==> config.mk <==
export PLATFORM = sky130hd
export DESIGN_NAME = cam_capture_decim
export DESIGN_NICKNAME = d
export VERILOG_FILES = /design/src/rtl/cam_pkg.sv /design/src/rtl/cam_sync_edge.sv /design/src/rtl/cam_capture_decim.sv
export SDC_FILE = /design/constraint.sdc
export NUM_CORES = 1
export LEC_CHECK = 0
export CAP_MARGIN = 25
export CORE_MARGIN = 1
export CORE_UTILIZATION = 55
export DETAILED_ROUTE_END_ITERATION = 8
export PLACE_DENSITY = 0.88
export SKIP_LAST_GASP = 1
export SLEW_MARGIN = 0
export SYNTH_ARGS = -nofsm -noshare
export SYNTH_HDL_FRONTEND = slang
export SYNTH_HIERARCHICAL = 1
export SYNTH_SLANG_ARGS = --single-unit
==> constraint.sdc <==
create_clock -name clk -period 5.3 [get_ports clk]
set_clock_uncertainty 0.2 [all_clocks]
set_input_delay 1.06 -clock clk [delete_from_list [all_inputs] [get_ports clk]]
set_output_delay 1.06 -clock clk [all_outputs]
set_load 0.01 [all_outputs]
==> src/rtl/cam_pkg.sv <==
// Shared definitions for the camera capture path and the UART readout side:
// FSM state encoding, default buffer geometry and the RGB565 -> RGB332 packer.
package cam_pkg;

    localparam int CAM_ADDR_W    = 15;
    localparam int CAM_MAX_WORDS = 19200;

    typedef enum logic [1:0] {
        ST_IDLE,
        ST_WAIT_VS_HI,
        ST_WAIT_VS_LO,
        ST_CAPTURE
    } cam_state_t;

    // hi = {R4..R0, G5..G3}, lo = {G2..G0, B4..B0}; keep the top bits of each
    // colour channel: 3 of red, 3 of green, 2 of blue.
    function automatic logic [7:0] rgb565_to_332(input logic [7:0] hi, input logic [7:0] lo);
        return {hi[7:5], hi[2:0], lo[4:3]};
    endfunction

endpackage

==> src/rtl/cam_sync_edge.sv <==
// Brings the asynchronous camera bus into the clk domain (two flops per bit)
// and turns the synchronised PCLK into a one-cycle rising-edge pulse.
module cam_sync_edge (
    input  logic       clk,
    input  logic       rst_n,
    input  logic [7:0] cam_data,
    input  logic       cam_pclk,
    input  logic       cam_href,
    input  logic       cam_vsync,
    output logic [7:0] data,
    output logic       href,
    output logic       vsync,
    output logic       pe
);

    logic [10:0] meta;
    logic [10:0] sync;
    logic        pclk_d;

    // Two-stage synchroniser for all 11 camera bits plus the PCLK history flop.
    // NOTE: sequential state uses non-blocking assignments so every flop samples
    // the pre-edge value of its neighbour, giving a true shift chain.
    always_ff @(posedge clk or negedge rst_n) begin
        if (!rst_n) begin
            meta   <= '0;
            sync   <= '0;
            pclk_d <= 1'b0;
        end else begin
            meta   <= {cam_pclk, cam_href, cam_vsync, cam_data};
            sync   <= meta;
            pclk_d <= sync[10];
        end
    end

    assign pe    = sync[10] & ~pclk_d;
    assign href  = sync[9];
    assign vsync = sync[8];
    assign data  = sync[7:0];

endmodule

==> src/rtl/cam_capture_decim.sv <==
// Captures one full RGB565 frame, decimates it by H_DECIM x V_DECIM, packs
// each kept pixel to RGB332 and issues linear write strobes to the buffer.
module cam_capture_decim
    import cam_pkg::*;
#(
    parameter int ADDR_W    = CAM_ADDR_W,
    parameter int H_DECIM   = 4,
    parameter int V_DECIM   = 4,
    parameter int MAX_WORDS = CAM_MAX_WORDS
) (
    input  logic              clk,
    input  logic              rst_n,
    input  logic              arm,
    input  logic [7:0]        cam_data,
    input  logic              cam_pclk,
    input  logic              cam_href,
    input  logic              cam_vsync,
    output logic              wr_en,
    output logic [ADDR_W-1:0] wr_addr,
    output logic [7:0]        wr_data,
    output logic              busy,
    output logic              done,
    output logic              overflow,
    output logic [ADDR_W-1:0] word_count
);

    // Decimation factors are powers of two, so "x % N == 0" is a mask test.
    localparam logic [15:0]       H_MASK  = 16'(H_DECIM - 1);
    localparam logic [15:0]       V_MASK  = 16'(V_DECIM - 1);
    localparam logic [ADDR_W-1:0] MAX_CNT = ADDR_W'(MAX_WORDS);

    logic [7:0] s_data;
    logic       s_href;
    logic       s_vsync;
    logic       pe;

    cam_sync_edge u_sync (
        .clk       (clk),
        .rst_n     (rst_n),
        .cam_data  (cam_data),
        .cam_pclk  (cam_pclk),
        .cam_href  (cam_href),
        .cam_vsync (cam_vsync),
        .data      (s_data),
        .href      (s_href),
        .vsync     (s_vsync),
        .pe        (pe)
    );

    cam_state_t  state;
    logic [15:0] line_cnt;
    logic [15:0] pix_cnt;
    logic        phase;
    logic        href_prev;
    logic [7:0]  hi_byte;
    logic        keep;

    assign keep = ((pix_cnt & H_MASK) == 16'd0) && ((line_cnt & V_MASK) == 16'd0);

    // Capture FSM with registered strobes, counters and write port.
    always_ff @(posedge clk or negedge rst_n) begin
        if (!rst_n) begin
            state      <= ST_IDLE;
            line_cnt   <= '0;
            pix_cnt    <= '0;
            phase      <= 1'b0;
            href_prev  <= 1'b0;
            hi_byte    <= '0;
            wr_en      <= 1'b0;
            wr_addr    <= '0;
            wr_data    <= '0;
            busy       <= 1'b0;
            done       <= 1'b0;
            overflow   <= 1'b0;
            word_count <= '0;
        end else begin
            // NOTE: strobes default low every cycle so they can only ever be
            // one clock wide; the branches below raise them when needed.
            wr_en <= 1'b0;
            done  <= 1'b0;
            unique case (state)
                ST_IDLE: begin
                    if (arm) begin
                        state      <= ST_WAIT_VS_HI;
                        busy       <= 1'b1;
                        word_count <= '0;
                        overflow   <= 1'b0;
                        wr_addr    <= '0;
                    end
                end
                // Wait for inter-frame VSYNC so capture never starts mid-frame.
                ST_WAIT_VS_HI: begin
                    if (pe && s_vsync) state <= ST_WAIT_VS_LO;
                end
                ST_WAIT_VS_LO: begin
                    if (pe && !s_vsync) begin
                        state     <= ST_CAPTURE;
                        line_cnt  <= '0;
                        pix_cnt   <= '0;
                        phase     <= 1'b0;
                        href_prev <= 1'b0;
                    end
                end
                ST_CAPTURE: begin
                    if (pe) begin
                        if (s_vsync) begin
                            // Frame end wins over any byte in the same sample,
                            // so a partial pixel is dropped and done never
                            // coincides with a write.
                            state <= ST_IDLE;
                            done  <= 1'b1;
                            busy  <= 1'b0;
                        end else begin
                            href_prev <= s_href;
                            if (s_href) begin
                                if (!phase) begin
                                    hi_byte <= s_data;
                                    phase   <= 1'b1;
                                end else begin
                                    phase   <= 1'b0;
                                    pix_cnt <= pix_cnt + 16'd1;
                                    if (keep) begin
                                        if (word_count == MAX_CNT) begin
                                            overflow <= 1'b1;
                                        end else begin
                                            wr_en      <= 1'b1;
                                            wr_addr    <= word_count;
                                            wr_data    <= rgb565_to_332(hi_byte, s_data);
                                            word_count <= word_count + 1'b1;
                                        end
                                    end
                                end
                            end else if (href_prev) begin
                                // End of line: an odd trailing byte is discarded.
                                line_cnt <= line_cnt + 16'd1;
                                pix_cnt  <= '0;
                                phase    <= 1'b0;
                            end
                        end
                    end
                end
                default: state <= ST_IDLE;
            endcase
        end
    end

endmodule

==> impl_metrics.tcl <==
set metrics [dict create \
    outcome "finished clean" \
    drt_iter0_drc 507 \
    ctsResizeCount 0 \
    drcViolationCount 0 \
    p_leak_nw 1.80 \
    numPortBuffers 55 \
    clk_latency_ns 0.35 \
    place.gp.congestion 0.884 \
    overflow 0 \
    track_usage_pct 24.4 \
    crit_required_ns 5.38 \
    grt_pass1_vias 2412 \
    cpPeakStageDelay_ns 0.93 \
    synthCells 286 \
    ys_ff_latch 79 \
    core_area_mm2 0.00603 \
    dr_wl_met3_um 521 \
    cts_root_buf "clkbuf_8" \
    synth_fp_nets 308 \
    drive_gt1_share_pct 12.4 \
    grt_max_degree 80 \
    clock-sinks 79 \
    die_area_mm2 0.00666 \
    cp_max_fo 30 \
    vias_per_cell 6.36 \
    drv_cap 0 \
    synth_top_area_share_pct 56.8 \
    clkTransAtPathRegs_ns 0.08 \
    netlist_area_mm2 0.00348 \
    num_vias 2634 \
    antenna_cells 0 \
    critPathArrivalTime_ns 3.32 \
    synth_simple_gate_area_share_pct 14.7 \
    htree_levels 3 \
    wl_met1_mm 3.20 \
    cp-start-kind "register" \
    synthArstFlopShare_pct 100 \
    synthFlopType "dfrtp_1" \
    cts_hold_buf 0 \
    worst_pin_slew_ns 1.01 \
    synth_edf_count 0 \
    muxShareOfSynthArea_pct 6.93 \
    die_h_um 81.6 \
    placed_area_mm2 0.00401 \
    grt_pass1_wl_mm 11.9 \
    synth_xor_area_share_pct 0 \
    ir_drop_uv 271 \
    final.setup.tns_ns 0 \
    antenna_found_initial 0 \
    relSlewSlack_pct 33.0 \
    rows 28 \
    slowest_stage "nor4_4" \
    fin_util_pct 70.0 \
    dr.max_layer_used "met4" \
    avgSynthCellArea_um2 12.2 \
    synth_compound_area_share_pct 14.2 \
    fillers 425 \
    start_util_pct 57.8 \
    design_area_mm2 0.00422 \
    cts_buffers 9 \
    dp_hpwl_mm 4.69 \
    drt_wl_total_mm 7.23 \
    endpoint_kind "register" \
    met2_wirelength_mm 3.36 \
    timing.final.crit_share_pct 61.1 \
    yosysUniqueCellTypes 53 \
    cts_tree "yes" \
    hold_class "reg2reg" \
    cts_setup_buffers 0 \
    rsz0062_at_grt "no" \
    finalHoldViolations 0 \
    period_needed_ns 3.24 \
    timing.hold.ws_ns 0.152 \
    synth_top_family_by_area "simple AND/OR/NAND/NOR gates" \
    ys_warn_count 6 \
    cts_buffer_depth 2 \
    synthAdderAreaFrac_pct 2.87 \
    synthTopCellsByArea "dfrtp_1 (57%), mux2_2 (5.5%), a32o_1 (4.6%), ha_1 (2.9%), nand2_1 (2.3%)" \
    path_class "reg2reg" \
    finalSetupViolCount 0 \
    detail-route-antenna-nets 0 \
    ios 56 \
    synthToLayoutAreaGrowth_pct 21.0 \
    chipWidth_um 81.6 \
    drv_slew 0 \
    yosys.area.top_type "dfrtp_1" \
    max_freq_mhz 309 \
    nets 356 \
    ys_seq_area_share_pct 56.8 \
    power.density_mw_per_mm2 399 \
    drt_pre_antenna_iters 6 \
    wl_per_cell_um 17.5 \
    cp_cell_sequence "ha_1 -> inv_1 -> nor4_4 -> a32o_1" \
]
[path summary, 6_finish.rpt]
kind / startpoint / end / slack (ns) / cells past startpoint
max in group asynchronous: rst_n / wr_addr[6] / 3.64 / 1
min: u_sync/meta[9] / u_sync/sync[9] / 0.15 / 0
max reg2reg: state[0] / wr_addr[10] / 2.06 / 4
max: state[0] / wr_addr[10] / 2.06 / 4
min reg2reg: u_sync/meta[9] / u_sync/sync[9] / 0.15 / 0
min in group asynchronous: rst_n / u_sync/meta[1] / 0.65 / 1
[kinds of logic (layout without fill, tap and decap cells)]
kind of cell,Yosys count,count (layout)
buffers and inverters,29,82
AOI/OAI and AO/OA,62,62
DFF,79,79
adders and majority gates,8,8
muxes,22,22
and+or+nand+nor,86,86
[worst max-delay path, delay by kind of cell (launching register included)]
kind | cells | cell delay [ns]
compound gates | 1 | 0.24
fa+ha+maj | 1 | 0.84
buf+inv | 1 | 0.55
flops | 1 | 0.40
simple gates | 1 | 0.93
[area by class of cell]
cell class,instances,area (um^2),area share (%)
Sequential cell,79,1980,46.9
Multi-Input combinational cell,178,1350,31.9
Timing Repair Buffer,56,556,13.2
Clock buffer,11,141,3.35
Tap cell,75,93.8,2.23
Clock inverter,5,63.8,1.51
Inverter,10,37.5,0.890
[metrics by stage]
step	cells	worst slack, ns	total power (W)
3_3_place_gp	398	2.24	0.00119
4_1_cts	414	2.15	0.00168
2_1_floorplan	286	3.03	0.00106
3_5_place_dp	398	2.16	0.00123
5_1_grt	414	1.85	0.00177
6_report	414	2.06	0.00168
[power by group]
| group | total, W | leakage, nW | switching, W | internal, W |
|---|---|---|---|---|
| registers | 0.000759 | 1.03 | 0.0000795 | 0.000680 |
| logic | 0.000464 | 0.671 | 0.000271 | 0.000193 |
| clock network | 0.000457 | 0.101 | 0.000222 | 0.000235 |
[routing by layer]
layer  track usage, %  up-vias
li1                 -     1161
met1             36.3     1306
met2             34.4      146
met3             4.56       21
met4             11.8        0
met5                0        -
[cell usage in the layout, fill, tap and decap left out, types with 3 or more instances in the layout]
master,netlist,layout
nand3b_1,3,3
a31oi_1,3,3
dfrtp_1,79,79
a22o_1,3,3
mux2_2,17,17
clkbuf_8,0,10
clkdlybuf4s50_1,0,54
nor3_1,7,7
nand4_1,3,3
a32o_1,16,16
nand2_1,21,21
inv_1,10,10
o21ai_0,12,12
o311ai_0,3,3
nand2b_1,7,7
and4_1,5,5
nand3_1,8,8
and2_1,3,3
and3_1,5,5
nor2_1,7,7
a21oi_1,5,5
o221ai_1,3,3
mux2i_1,5,5
nor4_1,5,5
ha_1,8,8
[Yosys cell counts, types with 2 or more instances]
cell and n:
a21oi_1 5, a221o_1 2, a22o_1 3, a31oi_1 3
a32o_1 16, a41oi_1 2, and2_1 3, and3_1 5
and3_2 2, and4_1 5, buf_2 5, buf_4 8
buf_6 2, clkbuf_1 3, dfrtp_1 79, ha_1 8
inv_1 10, mux2_2 17, mux2i_1 5, nand2_1 21
nand2b_1 7, nand3_1 8, nand3b_1 3, nand4_1 3
nor2_1 7, nor3_1 7, nor4_1 5, o21ai_0 12
o221ai_1 3, o22ai_1 2, o311ai_0 3
[state kept, by name, indices dropped and copies added, names as in the netlist, 2 cells and up]
register,cells
line_cnt,2
pix_cnt,2
wr_addr,15
word_count,15
wr_data,8
u_sync/meta,11
u_sync/sync,11
state,2
hi_byte,6
No activity file was read; power rests on OpenSTA's default activity.
